[src/rtl/game_pkg.sv]
// Shared types for the guessing game: round FSM states, the 4-bit digit type
// used by the generator, scanner and display, and the score ceiling.
package game_pkg;

    typedef enum logic [1:0] {
        IDLE,
        WAIT_KEY,
        JUDGE,
        SHOW
    } state_t;

    typedef logic [3:0] digit_t;

    localparam logic [7:0] SCORE_MAX = 8'd255;

endpackage

[src/rtl/rise_detect.sv]
// One-bit rising-edge detector: rise is high in the cycle where din is 1
// and was 0 at the previous clock edge.
module rise_detect (
    input  logic clk,
    input  logic res,
    input  logic din,
    output logic rise
);

    logic prev;

    always_ff @(posedge clk) begin
        if (res) begin
            prev <= 1'b0;
        end else begin
            prev <= din;
        end
    end

    assign rise = din & ~prev;

endmodule

[src/rtl/guess_judge.sv]
// Round controller for the guessing game: freezes a target, judges keypresses,
// counts attempts and score, and holds the registered result for display.
module guess_judge
    import game_pkg::*;
#(
    parameter int MAX_TRIES   = 3,
    parameter int SHOW_CYCLES = 50_000_000
) (
    input  logic       clk,
    input  logic       res,
    input  logic       start,
    input  logic [3:0] rand_num,
    input  logic [3:0] key_code,
    input  logic       key_valid,
    output logic       rand_enable,
    output logic       motor_go,
    output logic       check,
    output logic       result_valid,
    output logic       miss,
    output logic [3:0] attempts,
    output logic [7:0] score
);

    localparam int              CNT_W      = (SHOW_CYCLES > 1) ? $clog2(SHOW_CYCLES) : 1;
    localparam logic [CNT_W-1:0] CNT_LAST  = CNT_W'(SHOW_CYCLES - 1);
    localparam logic [3:0]       TRIES_LAST = 4'(MAX_TRIES);

    state_t           state, state_n;
    digit_t           target, target_n;
    digit_t           guess, guess_n;
    logic [3:0]       attempts_n;
    logic [7:0]       score_n;
    logic [CNT_W-1:0] cnt, cnt_n;
    logic             rand_enable_n, motor_go_n, check_n, result_valid_n, miss_n;
    logic             start_rise, key_rise;

    rise_detect u_start_rise (
        .clk  (clk),
        .res  (res),
        .din  (start),
        .rise (start_rise)
    );

    rise_detect u_key_rise (
        .clk  (clk),
        .res  (res),
        .din  (key_valid),
        .rise (key_rise)
    );

    // Every output is computed here and registered below, so the display and
    // motor stages only ever see clean flop outputs.
    always_comb begin
        state_n    = state;
        target_n   = target;
        guess_n    = guess;
        attempts_n = attempts;
        score_n    = score;
        cnt_n      = cnt;
        check_n    = check;
        motor_go_n = 1'b0;
        miss_n     = 1'b0;

        case (state)
            IDLE: begin
                check_n = 1'b0;
                cnt_n   = '0;
                if (start_rise) begin
                    target_n   = rand_num;
                    attempts_n = 4'd0;
                    motor_go_n = 1'b1;
                    state_n    = WAIT_KEY;
                end
            end
            WAIT_KEY: begin
                if (key_rise) begin
                    guess_n    = key_code;
                    attempts_n = attempts + 4'd1;
                    state_n    = JUDGE;
                end
            end
            JUDGE: begin
                if (guess == target) begin
                    check_n = 1'b1;
                    if (score != SCORE_MAX) begin
                        score_n = score + 8'd1;
                    end
                    cnt_n   = '0;
                    state_n = SHOW;
                end else if (attempts == TRIES_LAST) begin
                    check_n = 1'b0;
                    cnt_n   = '0;
                    state_n = SHOW;
                end else begin
                    miss_n  = 1'b1;
                    state_n = WAIT_KEY;
                end
            end
            SHOW: begin
                if (cnt == CNT_LAST) begin
                    cnt_n   = '0;
                    check_n = 1'b0;
                    state_n = IDLE;
                end else begin
                    cnt_n = cnt + CNT_W'(1);
                end
            end
            default: begin
                state_n = IDLE;
            end
        endcase

        rand_enable_n  = (state_n == IDLE);
        result_valid_n = (state_n == SHOW);
    end

    always_ff @(posedge clk) begin
        if (res) begin
            state        <= IDLE;
            target       <= '0;
            guess        <= '0;
            attempts     <= 4'd0;
            score        <= 8'd0;
            cnt          <= '0;
            rand_enable  <= 1'b1;
            motor_go     <= 1'b0;
            check        <= 1'b0;
            result_valid <= 1'b0;
            miss         <= 1'b0;
        end else begin
            state        <= state_n;
            target       <= target_n;
            guess        <= guess_n;
            attempts     <= attempts_n;
            score        <= score_n;
            cnt          <= cnt_n;
            rand_enable  <= rand_enable_n;
            motor_go     <= motor_go_n;
            check        <= check_n;
            result_valid <= result_valid_n;
            miss         <= miss_n;
        end
    end

endmodule

[config.mk]
export PLATFORM = sky130hd
export DESIGN_NAME = guess_judge
export DESIGN_NICKNAME = d
export VERILOG_FILES = /design/src/rtl/game_pkg.sv /design/src/rtl/rise_detect.sv /design/src/rtl/guess_judge.sv
export SDC_FILE = /design/constraint.sdc
export NUM_CORES = 1
export LEC_CHECK = 0
export CORE_MARGIN = 4
export CORE_UTILIZATION = 28
export DETAILED_ROUTE_END_ITERATION = 10
export SETUP_SLACK_MARGIN = 0.5
export SLEW_MARGIN = 10
export SYNTH_ARGS = -nofsm -noshare
export SYNTH_HDL_FRONTEND = slang
export SYNTH_HIERARCHICAL = 1
export SYNTH_SLANG_ARGS = --single-unit
export TNS_END_PERCENT = 100
[constraint.sdc]
create_clock -name clk -period 2.72 [get_ports clk]
set_input_delay 0.544 -clock clk [delete_from_list [all_inputs] [get_ports clk]]
set_output_delay 0.544 -clock clk [all_outputs]
set_load 0.02 [all_outputs]
==> results of run 1 <==
-- logic make-up after synthesis --
family | count (synthesis) | synth area share [%]
AOI/OAI and AO/OA | 57 | 15.7
xor gates and xnor gates | 26 | 8.58
adders and majority gates | 3 | 1.41
buffers and inverters | 15 | 2.31
DFF | 55 | 41.5
muxes | 6 | 2.26
and+or+nand+nor | 135 | 28.2
-- report_power, final --
part / switching (mW) / internal [mW] / total, mW
clock: 0.278 / 0.280 / 0.558
combinational: 0.130 / 0.0828 / 0.213
sequential: 0.0159 / 0.825 / 0.841
-- final cells by class --
class	count	area [um^2]	share of cell area, %
flip-flops and latches	55	1100	34.1
clock inverters	3	47.5	1.47
repair buffers	34	325	10.0
inverters	3	11.3	0.347
clock buffers	5	68.8	2.12
well taps	129	161	4.98
multi-input cells	227	1520	46.9
-- path summary, 6_finish.rpt --
kind	cells after the start	endpoint	slack (ps)	startpoint
min reg2reg	2	guess[1]	470	guess[1]
min	2	guess[1]	470	guess[1]
max	6	cnt[24]	630	cnt[0]
max reg2reg	6	cnt[24]	630	cnt[0]
-- worst min-delay path, stage by stage (launching register included) --
cell	delay [ps]
dfxtp_1	330
nand2_1	50
a21oi_1	50
-- synth_stat cells (all sizes together), types with 3 or more instances --
master,instances
a2111oi,3
a211oi,9
a21oi,19
a221o,5
and3,8
and4,3
buf,5
clkbuf,7
dfxtp,55
ha,3
inv,3
mux2i,6
nand2,19
nand3,12
nand4,17
nor2,39
nor2b,7
nor3,8
nor4,5
o21ai,9
or3,6
or4,5
xnor2,15
xor2,11
-- what timing repair did --
action                     CTS  global route
setup endpoints to repair    6            10
hold buffers                 0             0
resized for setup            2             7
-- sequential cells by signal (all words and copies together), names as in the netlist --
signal and flops:
motor_go 1, result_valid 1, rand_enable 1, u_start_rise/prev 1, score 8, miss 1, cnt 26, u_key_rise/prev 1
state 2, check 1, guess 4, target 4, attempts 4
-- through the flow --
stage	area (um^2)	hold slack, ps	total power, mW
4_1_cts	3210	476	1.62
3_3_place_gp	3090	455	1.06
3_5_place_dp	3090	460	1.06
5_1_grt	3240	501	1.69
6_report	3240	470	1.61
2_1_floorplan	2650	448	0.993
-- layer usage --
metal / GRT usage, % / up-vias / wire length [um]
met4: 3.28 / 0 / 44
met2: 19.1 / 28 / 2980
met1: 14.0 / 1051 / 2640
li1: - / 1149 / -
met5: 0 / - / 0
met3: 2.63 / 4 / 207
==> flow_metrics.env, run 1 <==
export IMPL_status="completed"
export IMPL_grt_pass1_wl_mm=10.4
export IMPL_critPathCaptureType="flop"
export IMPL_drv_slew=0
export IMPL_start_util_pct=28.7
export IMPL_path_class="flop to flop"
export IMPL_drtAntennaViolNets=0
export IMPL_cp_buffers_inverters=0
export IMPL_die_h_um=105
export IMPL_synth_cell_types=47
export IMPL_grt_pass1_vias=2235
export IMPL_drc_errors=0
export IMPL_syn_area_per_cell_um2=8.94
export IMPL_yosysSeqAreaShare_pct=41.5
export IMPL_hp_class="flop to flop"
export IMPL_syn_nets=312
export IMPL_synth_area_mm2=0.00265
export IMPL_max_freq_mhz=478
export IMPL_synthArstFlopShare_pct=0
export IMPL_worst_slew_pin_slew_ps=577
export IMPL_floorplan_die_width_um=105
export IMPL_io_buffers=28
export IMPL_drt_initial_drc_count=86
export IMPL_vias_per_cell=4.89
export IMPL_layout_commonest_cell="dfxtp_1"
export IMPL_wl_per_cell_um=12.9
export IMPL_coreArea_mm2=0.00924
export IMPL_skew_ps=11.1
export IMPL_ioPinCount=29
export IMPL_crit_required_ps=2920
export IMPL_drt_pass1_iter_count=4
export IMPL_grt_ovfl_total=0
export IMPL_yosys_area_top_type="dfxtp_1"
export IMPL_place_detailed_hpwl_mm=4.34
export IMPL_tns_ps=0
export IMPL_cpLargestDelayFamily="simple AND/OR/NAND/NOR gates"
export IMPL_synth_edf_count=0
export IMPL_syn_inst=297
export IMPL_clk_latency_ps=310
export IMPL_grt_max_degree=30
export IMPL_setup_slack_ps=628
export IMPL_yosysWarnings=6
export IMPL_cpMaxStageDelayCell="or4_1"
export IMPL_drive_gt1_share_pct=11.3
export IMPL_drv_cap=0
export IMPL_synth_seq_cells=55
export IMPL_finalCriticalPeriod_ps=2090
export IMPL_nFillCells=960
export IMPL_cp_max_fo=5
export IMPL_synthFlopType="dfxtp_1"
export IMPL_slew_headroom_pct=61.4
export IMPL_final_util_pct=35.1
export IMPL_dp_slack_ps=468
export IMPL_finalNetCount=341
export IMPL_final_setup_viol_count=0
export IMPL_yosysTopAreaCellShare_pct=41.5
export IMPL_stdcell_count=456
export IMPL_area_growth_pct=22.1
export IMPL_cp_start_kind="flop"
export IMPL_arrival_ps=2290
export IMPL_totalWireLength_mm=5.88
export IMPL_cts_buffers=5
export IMPL_cts_tree="done"
export IMPL_p_leak_nw=1.07
export IMPL_fin_crit_sh_pct=76.9
export IMPL_clk_pin_slew_ps=100
export IMPL_cp_slowest_stage_delay_ps=440
export IMPL_p_per_area_mw_per_mm2=497
export IMPL_diodes=0
export IMPL_cp_cell_sequence="ha_2 -> nand4_1 -> or3_4 -> or4_1 -> and3_1 -> a221o_1"
export IMPL_rsz0062_at_grt="no"
export IMPL_cts_sinks=55
export IMPL_grt_antenna_before_repair=0
export IMPL_htree_levels=2
export IMPL_cts_root_buf="clkbuf_8"
export IMPL_rows=35
export IMPL_place_congestion=0.831
export IMPL_place_inst=448
export IMPL_postCtsSetupBuffers=0
export IMPL_final_cell_mix="52 x dfxtp_1, 38 x nor2_1, 28 x clkdlybuf4s50_1, 19 x nand2_1, 19 x a21oi_1"
export IMPL_grt_usage_pct=11.2
export IMPL_num_vias=2232
export IMPL_die_area_mm2=0.0111
export IMPL_final_hold_violation_count=0
export IMPL_ir_drop_v=0.000251
export IMPL_clockBufferDepth=2
export IMPL_netlist_top_cells_area="dfxtp_1 41%, nor2_1 5.4%, xnor2_1 5.0%"
(Power assumes the default switching activity.)
==> run 2, diff against run 1 <==
==> constraint.sdc (replaced) <==
create_clock -name clk -period 1.7 [get_ports clk]
set_input_delay 0.34 -clock clk [delete_from_list [all_inputs] [get_ports clk]]
set_output_delay 0.34 -clock clk [all_outputs]
set_load 0.02 [all_outputs]
==> run 2 against run 1 <==
- the flow now finishes with violations (setup timing)
- global-route usage up 3.0 points
- die area did not move
- sequential power rose by 59%
- combinational power rose to 3.5 times the previous value
==> flow_metrics.env, run 2 (same netlist as run 1, synthesis figures left out) <==
export IMPL_status="finished, violations left"
export IMPL_violations="setup timing"
export IMPL_drtAntennaViolNets=0
export IMPL_final_hold_violation_count=0
export IMPL_hp_class="input port to flop"
export IMPL_reg_top3="cnt: 26 flops, score: 8 flops"
export IMPL_final_util_pct=51.2
export IMPL_finalNetCount=440
export IMPL_ioPinCount=29
export IMPL_grt_usage_pct=14.2
export IMPL_drc_errors=0
export IMPL_drv_cap=0
export IMPL_diodes=0
export IMPL_grt_antenna_before_repair=0
export IMPL_cts_root_buf="clkbuf_8"
export IMPL_p_switching_mw=0.857
export IMPL_grt_max_degree=19
export IMPL_vias_per_cell=4.96
export IMPL_totalWireLength_mm=8.52
export IMPL_largest_reg_flops=26
export IMPL_path_class="flop to flop"
export IMPL_num_vias=2753
export IMPL_cp_max_fo=2
export IMPL_total_power_mw=2.84
export IMPL_top_register="cnt"
export IMPL_die_area_mm2=0.0111
export IMPL_seqPwrFrac_pct=47.3
export IMPL_slew_headroom_pct=77.8
export IMPL_floorplan_die_width_um=105
export IMPL_worst_slew_pin_slew_ps=330
export IMPL_wl_per_cell_um=15.3
export IMPL_grt_pass1_wl_mm=13.0
export IMPL_critPathCaptureType="flop"
export IMPL_combPwrFrac_pct=26.0
export IMPL_fin_crit_sh_pct=114
export IMPL_cp_start_kind="flop"
export IMPL_drive_gt1_share_pct=61.0
export IMPL_grt_pass1_vias=2810
export IMPL_whs_ps=373
export IMPL_switching_share_pct=30.2
export IMPL_crit_required_ps=1910
export IMPL_p_int_mw=1.98
export IMPL_final_cell_mix="75 x buf_4, 36 x buf_6, 24 x dfxtp_1, 22 x nor2_1, 17 x dfxtp_2"
export IMPL_p_clk_share_pct=26.7
export IMPL_cts_sinks=55
export IMPL_r2r_end="cnt[24]"
export IMPL_final_setup_viol_count=38
export IMPL_io_buffers=28
export IMPL_clockBufferDepth=2
export IMPL_place_congestion=0.802
export IMPL_max_freq_mhz=515
export IMPL_coreArea_mm2=0.00924
export IMPL_ir_drop_v=0.000384
export IMPL_htree_levels=2
export IMPL_layout_commonest_cell="buf_4"
export IMPL_p_leak_nw=1.75
export IMPL_die_h_um=105
export IMPL_rsz0062_at_grt="yes"
export IMPL_r2r_cells=6
export IMPL_cts_buffers=5
export IMPL_postCtsHoldBufs=0
export IMPL_clk_latency_ps=320
export IMPL_place_detailed_hpwl_mm=5.23
export IMPL_arrival_ps=2150
export IMPL_setup_slack_ps=-240
export IMPL_clk_pin_slew_ps=120
export IMPL_drt_pass1_iter_count=4
export IMPL_finalCriticalPeriod_ps=1940
export IMPL_drv_slew=0
export IMPL_rows=35
export IMPL_endpoint="cnt[24]"
export IMPL_area_growth_pct=78.2
export IMPL_skew_ps=23.3
export IMPL_drt_initial_drc_count=103
export IMPL_worstReg2RegStart="cnt[1]"
export IMPL_cts_tree="done"
export IMPL_start_util_pct=28.7
export IMPL_grt_ovfl_total=0
export IMPL_critPathLaunch="cnt[1]"
export IMPL_ff2ff_setup_slack_ps=-240
export IMPL_p_per_area_mw_per_mm2=600
[run 2: changes by cell type in the layout (fill, tap and decap cells not counted), sizes merged]
cell / change
buf: +114
clkdlybuf4s50: -19
clkbuf: +2
dlygate4sd2: +2
bufinv: -1
clkinv: +1
[run 2: layout make-up]
| type | instances | area, um^2 |
|---|---|---|
| Inverter | 3 | 18.8 |
| Multi-Input combinational cell | 227 | 2050 |
| Fill cell | 788 | 4510 |
| Clock inverter | 3 | 22.5 |
| Clock buffer | 5 | 68.8 |
| Timing Repair Buffer | 133 | 1230 |
| Sequential cell | 55 | 1170 |
| Tap cell | 129 | 161 |
[run 2: worst max-delay path, cell delays in order, from the launching register on]
cell     delay, ps
dfxtp_4        370
ha_4           130
nand4_1        100
or3_4          360
or4_4          430
and3_4         190
a221o_1        260
[run 2: power by group through the flow]
stage	logic [mW]	clock network, mW	registers, mW
floorplan	0.270	0	1.39
global placement	0.482	0	1.37
finish	0.737	0.759	1.34
CTS	0.635	0.787	1.34
detailed placement	0.485	0	1.37
global route	0.779	0.841	1.35
[run 2: worst min-delay path by stage]
stage | end | startpoint | cells past startpoint | slack [ps]
3_3_place_gp | guess[0] | guess[0] | 2 | 460
5_1_grt | u_key_rise/prev | key_valid | 2 | 400
3_5_place_dp | guess[0] | guess[0] | 2 | 470
6_report | u_key_rise/prev | key_valid | 2 | 370
2_1_floorplan | u_key_rise/prev | res | 1 | 400
4_1_cts | u_key_rise/prev | key_valid | 2 | 370
[run 2: per-stage QoR]
stage          instance area, um^2  TNS [ps]  setup slack, ps  instances
2_1_floorplan                 2860     -2110             -290        297
3_3_place_gp                  3760     -5760             -257        513
3_5_place_dp                  3760     -7020             -318        513
4_1_cts                       4280     -4190             -199        541
5_1_grt                       4730     -9120             -302        555
6_report                      4730     -5940             -240        555
[run 2: repair_timing]
item,4_1_cts,5_1_grt
resized for setup,159,80
endpoints found under the setup margin,70,64
hold endpoints to repair,0,0
gates cloned,1,3
setup buffers,19,11
pin swaps,26,26
[run 2: per-layer routing]
layer	routed length (um)	GRT usage (%)	share of wire (%)
met2	4410	25.0	52
met1	3630	16.9	43
met3	274	2.82	3.2
met4	209	5.53	2.5
met5	0	0	0
==> run 3, diff against run 2 <==
--- a/config.mk
+++ b/config.mk
@@ -5,9 +5,12 @@
 export SDC_FILE = /design/constraint.sdc
 export NUM_CORES = 1
 export LEC_CHECK = 0
+export CELL_PAD_IN_SITES_DETAIL_PLACEMENT = 1
+export CELL_PAD_IN_SITES_GLOBAL_PLACEMENT = 1
 export CORE_MARGIN = 4
-export CORE_UTILIZATION = 28
+export CORE_UTILIZATION = 38
 export DETAILED_ROUTE_END_ITERATION = 10
+export PLACE_DENSITY_LB_ADDON = 0.1
 export SETUP_SLACK_MARGIN = 0.5
 export SLEW_MARGIN = 10
 export SYNTH_ARGS = -nofsm -noshare
==> run 3 against run 2 <==
- the run still ends with setup timing left
- core utilization is 16 points higher
- cell area is 3.4% lower
- flip-flop and latch count stayed put
- wire length is 42% higher
- critical path depth is 2 higher
- via count is 7.7% higher
- non-clock buffer count stayed put
- fmax is 7.0% lower
- critical path type unchanged
==> flow_metrics.env, run 3 (same netlist as run 1, synthesis figures left out) <==
export IMPL_total_power_mw=3.07
export IMPL_crit_required_ps=1910
export IMPL_cp_depth=8
export IMPL_cts_sinks=55
export IMPL_worstReg2RegStart="cnt[9]"
export IMPL_clk_pin_slew_ps=110
export IMPL_vias_per_cell=5.68
export IMPL_max_freq_mhz=479
export IMPL_setup_slack_ps=-386
export IMPL_final_setup_viol_count=39
export IMPL_drtAntennaViolNets=0
export IMPL_worst_slew_pin_slew_ps=500
export IMPL_p_leak_nw=1.77
export IMPL_totalWireLength_mm=12.1
export IMPL_cp_buffers_inverters=3
export IMPL_drc_errors=0
export IMPL_coreArea_mm2=0.00679
export IMPL_clockBufferDepth=2
export IMPL_cpMaxStageDelayCell="or4_4"
export IMPL_layout_commonest_cell="buf_4"
export IMPL_grt_max_degree=21
export IMPL_finalCriticalPeriod_ps=2090
export IMPL_r2r_end="cnt[10]"
export IMPL_num_vias=2964
export IMPL_cts_buffers=5
export IMPL_drv_cap=0
export IMPL_reg_top3="cnt: 26 flops, score: 8 flops"
export IMPL_cpLargestDelayFamily="simple AND/OR/NAND/NOR gates"
export IMPL_diodes=0
export IMPL_start_util_pct=39.1
export IMPL_wl_per_cell_um=23.2
export IMPL_cts_tree="done"
export IMPL_grt_usage_pct=23.9
export IMPL_nFillCells=718
export IMPL_ff2ff_setup_slack_ps=-390
export IMPL_critPathLaunch="cnt[9]"
export IMPL_critPathCaptureType="flop"
export IMPL_fin_area_mm2=0.00457
export IMPL_drt_initial_drc_count=129
export IMPL_io_buffers=28
export IMPL_htree_levels=2
export IMPL_tns_ps=-10570
export IMPL_placed_area_mm2=0.00371
export IMPL_ir_drop_v=0.000308
export IMPL_fin_crit_sh_pct=123
export IMPL_drv_slew=0
export IMPL_largest_reg_flops=26
export IMPL_cp_max_fo=5
export IMPL_grt_pass1_vias=3097
export IMPL_hp_class="input port to flop"
export IMPL_postCtsHoldBufs=0
export IMPL_status="finished, violations left"
export IMPL_skew_ps=17.8
export IMPL_arrival_ps=2300
export IMPL_drt_pass1_iter_count=4
export IMPL_dp_slack_ps=-308
export IMPL_clk_latency_ps=330
export IMPL_finalNetCount=440
export IMPL_rsz0062_at_grt="yes"
export IMPL_grt_pass1_wl_mm=15.9
export IMPL_violations="setup timing"
export IMPL_r2r_cells=8
export IMPL_cts_root_buf="clkbuf_8"
export IMPL_slew_headroom_pct=66.5
export IMPL_place_congestion=0.771
export IMPL_area_growth_pct=72.2
export IMPL_stdcell_count=522
export IMPL_path_class="flop to flop"
export IMPL_cpMostUsedCell="buf_6"
export IMPL_cp_cell_sequence="or4_4 -> nor4_4 -> a31oi_2 -> o21bai_2 -> buf_6 -> buf_6 -> buf_16 -> nor2_1"
export IMPL_die_h_um=91.6
export IMPL_endpoint="cnt[10]"
export IMPL_die_area_mm2=0.00839
export IMPL_final_hold_violation_count=0
export IMPL_grt_antenna_before_repair=0
export IMPL_ioPinCount=29
export IMPL_drive_gt1_share_pct=55.9
export IMPL_p_per_area_mw_per_mm2=672
export IMPL_place_inst=476
export IMPL_place_detailed_hpwl_mm=5.84
export IMPL_final_cell_mix="80 x buf_4, 33 x buf_6, 31 x dfxtp_1, 28 x nor2_1, 16 x nand4_1"
export IMPL_grt_ovfl_total=0
export IMPL_rows=30
export IMPL_cp_start_kind="flop"
export IMPL_cp_slowest_stage_delay_ps=580
export IMPL_floorplan_die_width_um=91.6
export IMPL_top_register="cnt"
-- run 3: cell types whose count changed in the layout (fill, tap and decap cells not counted), moves of 3 or more --
| cell | previous run | this run |
|---|---|---|
| dfxtp_1 | 24 | 31 |
| nor2_2 | 10 | 6 |
| and3_4 | 5 | 2 |
| buf_4 | 75 | 80 |
| nor2_1 | 22 | 28 |
| buf_6 | 36 | 33 |
| dfxtp_2 | 17 | 14 |
| dfxtp_4 | 14 | 10 |
| and3_1 | 3 | 6 |
-- run 3: how the worst min path moves through the flow --
stage	from	endpoint	slack (ps)	depth (start not counted)
6_report	key_valid	u_key_rise/prev	400	2
2_1_floorplan	res	u_key_rise/prev	400	1
3_5_place_dp	guess[0]	guess[0]	470	2
5_1_grt	key_valid	u_key_rise/prev	400	2
4_1_cts	start	u_start_rise/prev	400	2
3_3_place_gp	guess[3]	guess[3]	450	2
-- run 3: worst register-to-register path: stages (launching register included) --
cell and delay, ps:
dfxtp_2 350, or4_4 580, nor4_4 260, a31oi_2 170
o21bai_2 180, buf_6 160, buf_6 120, buf_16 110
nor2_1 40
-- run 3: repair_timing --
item,in CTS,in global routing
hold endpoints to repair,0,0
setup endpoints to repair,69,65
resized for setup,136,67
pin swaps,13,23
gates cloned,2,0
setup buffers,22,14
-- run 3: metal layers --
layer	share of wire (%)	track usage [%]
met5	0	0
met4	4.0	7.29
met3	3.9	4.23
met2	55	46.1
met1	38	26.0
-- run 3: through the flow --
stage	util, %	hold slack (ps)
floorplan	-	404
global placement	54.6	454
detailed placement	54.6	466
CTS	62.1	396
global route	67.3	399
finish	67.3	395
-- run 3: power by group --
part           switching, mW  total, mW  internal, mW  leakage [nW]
registers             0.0355       1.35          1.31         0.460
clock network          0.491      0.932         0.441        0.0514
logic                  0.403      0.793         0.390          1.26
total                  0.929       3.07          2.14          1.77
-- run 3: layout make-up --
| class | instances | area, um^2 | share of cell area, % |
|---|---|---|---|
| timing repair buffer | 133 | 1230 | 26.9 |
| clock buffer | 6 | 72.6 | 1.59 |
| tap | 96 | 120 | 2.63 |
| inverter | 3 | 16.3 | 0.356 |
| clock inverter | 2 | 37.5 | 0.821 |
| multi-input combinational | 227 | 1940 | 42.4 |
| sequential | 55 | 1160 | 25.3 |
